**src/rtl/fp16_pkg.sv**
```systemverilog
// Shared definitions for the 16-bit floating-point word used by add_fp and fp_to_int.
// Field layout: [15] sign, [14:10] biased exponent, [9:0] mantissa (no hidden bit).
package fp16_pkg;

  localparam int FP_W     = 16;
  localparam int SIGN_BIT = 15;
  localparam int EXP_MSB  = 14;
  localparam int EXP_LSB  = 10;
  localparam int MAN_MSB  = 9;
  localparam int EXP_W    = 5;
  localparam int MAN_W    = 10;

  typedef enum logic [1:0] {
    ST_IDLE,
    ST_SHIFT,
    ST_DONE
  } fsm_state_e;

endpackage

```
**src/rtl/fp_to_int_if.sv**
```systemverilog
// Handshake bundle between the FP datapath, the converter and the integer write port.
interface fp_to_int_if #(
  parameter int OUT_W = 16
);
  import fp16_pkg::*;

  logic             in_valid;
  logic             in_ready;
  logic [FP_W-1:0]  fp_in;
  logic             out_valid;
  logic             out_ready;
  logic [OUT_W-1:0] int_out;
  logic             ovf;

  modport master (
    output in_valid, fp_in, out_ready,
    input  in_ready, out_valid, int_out, ovf
  );

  modport slave (
    input  in_valid, fp_in, out_ready,
    output in_ready, out_valid, int_out, ovf
  );
endinterface

```
**src/rtl/fp_to_int.sv**
```systemverilog
// Sequential FP16 -> saturated two's-complement integer converter.
// Aligns the mantissa one bit per cycle; truncates toward zero and saturates on overflow.
module fp_to_int
  import fp16_pkg::*;
#(
  parameter int BIAS  = 15,
  parameter int OUT_W = 16
) (
  input logic        clk,
  input logic        rst,
  fp_to_int_if.slave bus
);

  localparam int CNT_W = EXP_W + 1;

  fsm_state_e       state;
  logic             sign_r;
  logic             left_r;
  logic [OUT_W-1:0] mag_r;
  logic [CNT_W-1:0] cnt_r;
  logic             in_ready_r;
  logic             out_valid_r;
  logic [OUT_W-1:0] int_out_r;
  logic             ovf_out_r;

  logic [EXP_W-1:0] exp_in;
  logic [OUT_W-1:0] man_zext;
  logic [CNT_W-1:0] cnt_in;
  logic             left_in;
  logic             zero_in;
  logic [OUT_W-1:0] mag_shl;
  logic [OUT_W-1:0] mag_shr;
  logic             left_ovf;

  function automatic logic [OUT_W-1:0] sat_result(input logic neg,
                                                  input logic [OUT_W-1:0] mag,
                                                  input logic sat);
    if (sat)
      return neg ? {1'b1, {(OUT_W-1){1'b0}}} : {1'b0, {(OUT_W-1){1'b1}}};
    return neg ? (~mag + 1'b1) : mag;
  endfunction

  always_comb begin
    exp_in   = bus.fp_in[EXP_MSB:EXP_LSB];
    man_zext = OUT_W'(bus.fp_in[MAN_MSB:0]);
    zero_in  = (bus.fp_in[EXP_MSB:0] == '0);
    left_in  = (int'(exp_in) > BIAS);
    if (left_in)
      cnt_in = CNT_W'(int'(exp_in) - BIAS);
    else
      cnt_in = CNT_W'(BIAS - int'(exp_in));
    mag_shl  = {mag_r[OUT_W-2:0], 1'b0};
    mag_shr  = {1'b0, mag_r[OUT_W-1:1]};
    // Bit shifted out, or new MSB set (value above the positive maximum).
    left_ovf = mag_r[OUT_W-1] | mag_r[OUT_W-2];
  end

  always_ff @(posedge clk or posedge rst) begin
    if (rst) begin
      state       <= ST_IDLE;
      sign_r      <= 1'b0;
      left_r      <= 1'b0;
      mag_r       <= '0;
      cnt_r       <= '0;
      in_ready_r  <= 1'b1;
      out_valid_r <= 1'b0;
      int_out_r   <= '0;
      ovf_out_r   <= 1'b0;
    end else begin
      case (state)
        ST_IDLE: begin
          if (bus.in_valid) begin
            in_ready_r <= 1'b0;
            sign_r     <= bus.fp_in[SIGN_BIT];
            mag_r      <= man_zext;
            cnt_r      <= cnt_in;
            left_r     <= left_in;
            if (zero_in || cnt_in == '0) begin
              state       <= ST_DONE;
              out_valid_r <= 1'b1;
              int_out_r   <= sat_result(bus.fp_in[SIGN_BIT], man_zext, 1'b0);
              ovf_out_r   <= 1'b0;
            end else begin
              state <= ST_SHIFT;
            end
          end
        end

        ST_SHIFT: begin
          cnt_r <= cnt_r - 1'b1;
          if (left_r) begin
            mag_r <= mag_shl;
            if (left_ovf) begin
              state       <= ST_DONE;
              out_valid_r <= 1'b1;
              int_out_r   <= sat_result(sign_r, mag_shl, 1'b1);
              ovf_out_r   <= 1'b1;
            end else if (cnt_r == CNT_W'(1)) begin
              state       <= ST_DONE;
              out_valid_r <= 1'b1;
              int_out_r   <= sat_result(sign_r, mag_shl, 1'b0);
              ovf_out_r   <= 1'b0;
            end
          end else begin
            mag_r <= mag_shr;
            if (mag_shr == '0 || cnt_r == CNT_W'(1)) begin
              state       <= ST_DONE;
              out_valid_r <= 1'b1;
              int_out_r   <= sat_result(sign_r, mag_shr, 1'b0);
              ovf_out_r   <= 1'b0;
            end
          end
        end

        ST_DONE: begin
          if (bus.out_ready) begin
            state       <= ST_IDLE;
            out_valid_r <= 1'b0;
            in_ready_r  <= 1'b1;
          end
        end

        default: begin
          state       <= ST_IDLE;
          out_valid_r <= 1'b0;
          in_ready_r  <= 1'b1;
        end
      endcase
    end
  end

  assign bus.in_ready  = in_ready_r;
  assign bus.out_valid = out_valid_r;
  assign bus.int_out   = int_out_r;
  assign bus.ovf       = ovf_out_r;

endmodule

```
**src/flat_wrapper.sv**
```systemverilog
// flat-port wrapper written by rule: the top's interface ports become plain ports
module fp_to_int_flat import fp16_pkg::*;
#(
  parameter int BIAS  = 15,
  parameter int OUT_W = 16
)
  (clk, rst, bus_in_valid, bus_fp_in, bus_out_ready, bus_in_ready, bus_out_valid, bus_int_out, bus_ovf);
  fp_to_int_if #(.OUT_W(OUT_W)) bus_i ();
  input logic clk;
  input logic rst;
  input wire logic [$bits(bus_i.in_valid)-1:0] bus_in_valid;
  input wire logic [$bits(bus_i.fp_in)-1:0] bus_fp_in;
  input wire logic [$bits(bus_i.out_ready)-1:0] bus_out_ready;
  output wire logic [$bits(bus_i.in_ready)-1:0] bus_in_ready;
  output wire logic [$bits(bus_i.out_valid)-1:0] bus_out_valid;
  output wire logic [$bits(bus_i.int_out)-1:0] bus_int_out;
  output wire logic [$bits(bus_i.ovf)-1:0] bus_ovf;
  assign bus_i.in_valid = bus_in_valid;
  assign bus_i.fp_in = bus_fp_in;
  assign bus_i.out_ready = bus_out_ready;
  assign bus_in_ready = bus_i.in_ready;
  assign bus_out_valid = bus_i.out_valid;
  assign bus_int_out = bus_i.int_out;
  assign bus_ovf = bus_i.ovf;
  fp_to_int #(.BIAS(BIAS), .OUT_W(OUT_W)) u_core (.clk(clk), .rst(rst), .bus(bus_i));
endmodule
```
**config.mk**
```make
export PLATFORM = sky130hd
export DESIGN_NAME = fp_to_int_flat
export DESIGN_NICKNAME = d
export VERILOG_FILES = /design/src/rtl/fp16_pkg.sv /design/src/rtl/fp_to_int_if.sv /design/src/rtl/fp_to_int.sv /design/src/flat_wrapper.sv
export SDC_FILE = /design/constraint.sdc
export NUM_CORES = 1
export LEC_CHECK = 0
export CAP_MARGIN = 0
export CORE_AREA = 2 2 93 95
export DETAILED_ROUTE_END_ITERATION = 10
export DIE_AREA = 0 0 95 97
export PLACE_DENSITY = 0.7
export RECOVER_POWER = 100
export SLEW_MARGIN = 20
export SYNTH_ARGS = -nofsm -noshare
export SYNTH_HDL_FRONTEND = slang
export SYNTH_SLANG_ARGS = --single-unit
```
**constraint.sdc**
```tcl
create_clock -name clk -period 2.85 [get_ports clk]
set_clock_uncertainty 0.1 [all_clocks]
set_input_delay 0.57 -clock clk [delete_from_list [all_inputs] [get_ports clk]]
set_output_delay 0.57 -clock clk [all_outputs]
set_load 0.03 [all_outputs]
```
==> metrics.txt, run 1 <==
# rows=33; hold path endpoint=u_core.bus.int_out[4]; ys async rst share=100%; ANT nets after route=0; H-tree levels=2; layout cells sized above 1=19.1%; FF-to-FF Start=u_core.mag_r[1]; Slew headroom=24.5%; largest net degree at the start of global routing=46; register area share after synthesis=31.0%; Hold WC Path Type=reg2reg; RePlAce Congestion=0.957; Hold Slack=403 ps; Cell Area, Synth=3640 sq um; Core Box Area=8130 sq um; via/cell ratio=5.94; drc violations=0; chip height=97 um; CTS Buf Count=5; WL per Instance=17.1 um; crit path DAT=2860 ps; CTS clk-pin slew, worst paths=90 ps; Layout area overhead=25.8%; Placed Cells incl. Taps=601; Syn Inst Count=442; status=complete, no violations; average cell area after synthesis=8.23 sq um; WHS Path Cells=1; Non-Filler Instances=612; number of antenna violations at the first check in global routing=0; top_reg_cell synth=dfrtp_1; nets=534; max_cap viols=0; ranking of synthesized cells by area=dfrtp_1, mux2i_1, nand2_1; full die area=9220 sq um; Setup crit start=bus_fp_in[7]; vias in the first global route=3,522; initial core utilization=44.7%; leading area contributor after synthesis=dfrtp_1; worst hold start=u_core.bus.int_out[4]; DRT iter0 DRCs=270; die width=95 um; Synth cell types=64; CP startpoint kind=primary input; Top-Level Pins=39; crit path capture type=register; Post-synth EDFFs=0; detailed placement HPWL=7480 um; CTS root buffer=clkbuf_8; global-route wire length before repair=17,200 um; CP max FO=9; via count=3,636; clock sink count=45; First-pass DRT Iterations=5; post-synth net total=470; Clock Tree Buf Depth=2; CTS tree=yes; Power Density=1120 nW/um^2; gr usage total=23.3%; Worst-Margin Slew=1130 ps; final setup fails=0; crit share post-route=97.1%; top cell type's share of synthesized area=30.3%; Max Fclk=361 MHz; count leader, synth=dfrtp_1; # diodes=0; unrepaired setup endpoints after global routing=false; flops & latches, synth=45; final wirelength=10,400 um; Hold Buf Count CTS=0; Max IR drop VDD=476 uV; final core occ=56.3%; crit path time final=2770 ps; Yosys warning count=0; Final Hold Viols=0; Port Buf Inserts=38; Critical Path RT=2950 ps; Critical R2R Capture=u_core.bus.int_out[14]; fin. max-slew vios=0; Reg2Reg Depth=10; critical setup path kind=in2reg; most frequent cells after synthesis=dfrtp_1, nand2_1, nor2_1; reg-to-reg slack, setup=120 ps; Leak=1.98 nW; worst-skew pair later-pin latency=310 ps; gr ovfl total=0
==> routing by layer <==
layer / routed length, um / vias up / GRT usage (%) / share of wire [%]
li1: - / 1746 / - / -
met4: 141 / 0 / 5.69 / 1.3
met3: 531 / 13 / 3.12 / 5.1
met5: 0 / - / 0 / 0
met1: 4570 / 1756 / 31.7 / 44
met2: 5200 / 121 / 38.8 / 50
==> cells by family after synthesis <==
| logic type | Yosys count | share of synthesized area, % |
|---|---|---|
| AO/OA/AOI/OAI | 137 | 25.2 |
| multiplexers | 29 | 8.94 |
| AND/OR/NAND/NOR | 141 | 19.6 |
| flip-flops | 45 | 31.0 |
| XOR/XNOR | 22 | 5.30 |
| buffers and inverters | 60 | 7.15 |
| adder cells (fa/ha/maj) | 8 | 2.75 |
==> worst max path at each step <==
stage                              to  slack, ps  cells past startpoint
6_report       u_core.bus.int_out[14]         80                      9
3_5_place_dp   u_core.bus.int_out[14]       -480                      8
2_1_floorplan   u_core.bus.int_out[0]         30                     11
4_1_cts         u_core.bus.int_out[0]         20                      9
3_3_place_gp   u_core.bus.int_out[14]       -330                      8
5_1_grt        u_core.bus.int_out[14]          8                     11
==> flip-flops by register name, indices dropped and copies added, names as in the netlist <==
signal,cells
u_core.bus.int_out,16
u_core.mag_r,16
u_core.cnt_r,6
u_core.state,2
u_core.bus.in_ready,1
u_core.bus.out_valid,1
u_core.bus.ovf,1
u_core.left_r,1
u_core.sign_r,1
==> cell type report <==
type / instances / area, sq um
clock buffers: 6 / 72.6
clock inverters: 2 / 10.0
fillers: 752 / 3560
inverters: 20 / 75.1
multi-input cells: 337 / 2310
flip-flops and latches: 45 / 1130
well taps: 105 / 131
repair buffers: 97 / 845
==> cell usage in the layout, fill, tap and decap left out, types with 3 or more instances in the layout <==
cell	synthesis	final
and3_1	3	3
nor2_1	35	35
mux2_2	8	8
clkbuf_1	31	4
nor2b_1	10	10
a31oi_1	16	16
mux2_4	5	5
buf_4	1	53
dlygate4sd3_1	0	20
nand3_1	15	14
a211oi_1	11	11
o221ai_1	5	4
nand2b_1	3	3
xor2_1	9	9
o211a_1	3	3
ha_1	8	6
clkdlybuf4s50_1	0	14
dfrtp_1	44	44
o22ai_1	6	6
nor3_1	8	8
o31ai_1	5	5
nor3b_1	3	3
a22oi_1	3	3
a22o_1	5	5
clkbuf_8	0	5
inv_1	19	17
o21ai_0	30	30
o211ai_1	4	4
xnor2_1	13	13
a21oi_1	25	25
mux2i_1	16	16
nand2_1	42	42
==> worst max-delay path, cell delays in order <==
cell             delay (ps)
clkdlybuf4s50_1         430
or4_4                   500
or2_4                   290
o41ai_4                 220
a31o_2                  170
nand3b_1                100
clkbuf_1                130
buf_12                  160
mux2_4                  290
==> power by group <==
| group | internal, W | switching [W] | leakage (nW) | total, W |
|---|---|---|---|---|
| combinational | 0.00155 | 0.00196 | 1.40 | 0.00351 |
| clock | 0.000171 | 0.000230 | 0.0450 | 0.000400 |
| sequential | 0.000947 | 0.000273 | 0.538 | 0.00122 |
==> timing repair <==
action	4_1_cts	5_1_grt
setup endpoints to repair	14	12
gates cloned	1	0
gates resized for setup	14	4
endpoints found under the hold margin	0	0
buffers inserted	2	0
pin swaps	4	1
==> stage by stage <==
step           power [W]  cell area, sq um  TNS, ps  worst slack (ps)
2_1_floorplan    0.00361              3640        0              33.1
3_3_place_gp     0.00454              4400    -4850              -329
3_5_place_dp     0.00463              4400    -7720              -480
4_1_cts          0.00518              4570        0              15.8
5_1_grt          0.00555              4580        0              7.54
6_report         0.00513              4580        0              83.5
No activity file was read; power rests on OpenSTA's default activity.
==> run 2, diff against run 1 <==
Settings changed: MAX_ROUTING_LAYER set to met4.
==> run 2 against run 1 <==
The run now ends with negative setup slack left. Non-clock buffer count is 4 higher. Die area stayed put. Total power is 3.9% higher. Sequential share of layout area is 0.64 points lower. Global-route usage is 0.064 points lower. Via count is 2.1% higher. Clock-buffer cell count is 1 higher. First-iteration DRC count is 21% higher. Critical path depth stayed put. Final cell count is 0.65% higher. Critical path type unchanged. Largest power group unchanged.
==> metrics.txt, run 2 (synthesized netlist as in run 1, its figures left out) <==
commonest non-fill, non-tap cell in the layout=buf_4 (unchanged); H-tree levels=2 (unchanged); DRT iter0 DRCs=327 (was 270); CP startpoint kind=primary input (unchanged); gr ovfl total=0 (unchanged); via/cell ratio=6.02 (was 5.94); full die area=9220 sq um (unchanged); First-pass DRT Iterations=5 (unchanged); # rows=33 (unchanged); CP Cell Sequence=clkdlybuf4s50_1, inv_1, ha_4, or4_4, o221ai_1, a31o_2, nand3b_1, clkbuf_16, mux2_4 (was clkdlybuf4s50_1, or4_4, or2_4, o41ai_4, a31o_2, nand3b_1, clkbuf_1, buf_12, mux2_4); clock sink count=45 (unchanged); Core Box Area=8130 sq um (unchanged); Reg2Reg Depth=9 (was 10); largest net degree at the start of global routing=46 (unchanged); Slew headroom=21.3% (was 24.5%); Leak=2.09 nW (was 1.98 nW); global-route wire length before repair=16,900 um (was 17,200 um); detailed placement HPWL=7400 um (was 7480 um); Top-Level Pins=39 (unchanged); Power Density=1140 nW/um^2 (was 1120 nW/um^2); Hold Slack=410 ps (was 403 ps); die width=95 um (unchanged); nets=538 (was 534); WL per Instance=17.3 um (was 17.1 um); chip height=97 um (unchanged); initial core utilization=44.7% (unchanged); layout cells sized above 1=20.9% (was 19.1%); CTS tree=yes (unchanged); CP max FO=4 (was 9); number of antenna violations at the first check in global routing=0 (unchanged); worst hold start=u_core.bus.int_out[6] (was u_core.bus.int_out[4]); hold path endpoint=u_core.bus.int_out[6] (was u_core.bus.int_out[4]); crit path time final=2900 ps (was 2770 ps); Worst-Margin Slew=1180 ps (was 1130 ps); fin. max-slew vios=0 (unchanged); ANT nets after route=0 (unchanged); final setup fails=14 (was 0); crit path DAT=2990 ps (was 2860 ps); critical setup path kind=in2reg (unchanged); Clock Tree Buf Depth=2 (unchanged); CTS clk-pin slew, worst paths=90 ps (about the same); Max Fclk=344 MHz (was 361 MHz); gr usage total=23.2% (was 23.3%); WHS Path Cells=1 (unchanged); Critical Path Max Stage Delay=470 ps (was 500 ps); Worst Slack Setup Final=-52.8 ps (was 83.5 ps); Max IR drop VDD=533 uV (was 476 uV); Critical R2R Capture=u_core.bus.int_out[12] (was u_core.bus.int_out[14]); drc violations=0 (unchanged); Hold Buf Count CTS=0 (unchanged); FF-to-FF Start=u_core.mag_r[1] (unchanged); via count=3,711 (was 3,636); # diodes=0 (unchanged); CTS root buffer=clkbuf_8 (unchanged); WP buf/inv=3 (unchanged); CTS Buf Count=5 (unchanged); Final Hold Viols=0 (unchanged); Layout area overhead=29.1% (was 25.8%); final wirelength=10,700 um (was 10,400 um); Hold WC Path Type=reg2reg (unchanged); commonest non-fill, non-tap cells in the layout=buf_4, dfrtp_1, nand2_1, nor2_1, o21ai_0 (unchanged); cell family with most CP delay=buffers and inverters (was simple AND/OR/NAND/NOR gates); violations in the final reports=negative setup slack; vias in the first global route=3,463 (was 3,522); worst-skew pair later-pin latency=310 ps (about the same); reg-to-reg slack, setup=-20 ps (was 120 ps); Port Buf Inserts=38 (unchanged); unrepaired setup endpoints after global routing=true (was false); status=finished with violations (was complete, no violations); Slowest-stage cell, CP=clkdlybuf4s50_1 (was or4_4); Critical Path RT=2940 ps (was 2950 ps); crit path capture type=register (unchanged); max_cap viols=0 (unchanged); Pwr Total=0.00534 W (was 0.00513 W); RePlAce Congestion=1.01 (was 0.957); crit share post-route=102% (was 97.1%)
## run 2: cell types whose count changed in the layout (fill, tap and decap cells not counted), moves of 2 or more
cell and delta:
clkbuf_1 -3, inv_2 +2, clkdlybuf4s50_1 -4, clkbuf_16 +2, dlygate4sd2_1 -2, inv_1 -2, buf_4 +3, clkbuf_8 +2
dlymetal6s2s_1 +6
## run 2: area by class of cell
type	instances	area, sq um
clock inverter	1	5.00
multi-input combinational	337	2340
clock buffer	7	96.3
sequential	45	1130
timing repair buffer	101	927
inverter	20	75.1
fill	727	3440
tap	105	131
## run 2: layer usage
layer	wire length, um	vias up	global-route usage (%)
met5	0	-	-
met3	667	24	3.19
met1	4560	1769	30.6
met2	5210	157	36.9
met4	238	0	7.25
li1	-	1761	-
## run 2: where the power goes
part           switching (W)  total [W]  internal [W]
Combinational        0.00202    0.00366       0.00164
Sequential          0.000276    0.00122      0.000947
Clock               0.000233   0.000452      0.000220
## run 2: worst reg2reg max path: stages (launching register included)
cell       delay, ps
dfrtp_1          400
inv_2             80
ha_4             120
nor3b_4          280
nand4_2          190
or4_4            540
a21oi_4          140
nand3b_1         320
clkbuf_16        290
mux2_4           290
## run 2: per-stage QoR
| stage | util [%] | cells | worst slack [ps] | cell area, sq um | setup TNS (ps) |
|---|---|---|---|---|---|
| 2_1_floorplan | - | 442 | 33.1 | 3640 | 0 |
| 3_3_place_gp | 54.2 | 601 | -320 | 4410 | -4670 |
| 3_5_place_dp | 54.2 | 601 | -411 | 4410 | -6340 |
| 4_1_cts | 55.6 | 609 | -4.66 | 4520 | -4.66 |
| 5_1_grt | 57.8 | 616 | -88.6 | 4700 | -961 |
| 6_report | 57.8 | 616 | -52.8 | 4700 | -381 |
## run 2: how the worst max path moves through the flow
stage / startpoint / end / slack (ps) / depth (start not counted)
detailed placement: bus_fp_in[5] / u_core.bus.int_out[14] / -410 / 8
CTS: bus_fp_in[10] / u_core.bus.int_out[0] / -5 / 11
floorplan: u_core.mag_r[2] / u_core.bus.int_out[0] / 30 / 11
global route: bus_fp_in[14] / u_core.bus.int_out[12] / -90 / 9
global placement: bus_fp_in[5] / u_core.bus.int_out[14] / -320 / 8
finish: bus_fp_in[14] / u_core.bus.int_out[12] / -50 / 9
## run 2: repair_timing
item | 4_1_cts | 5_1_grt
buffers inserted | 0 | 5
pin swaps | 2 | 11
endpoints found under the setup margin | 14 | 14
cloned | 0 | 2
resized for setup | 2 | 25
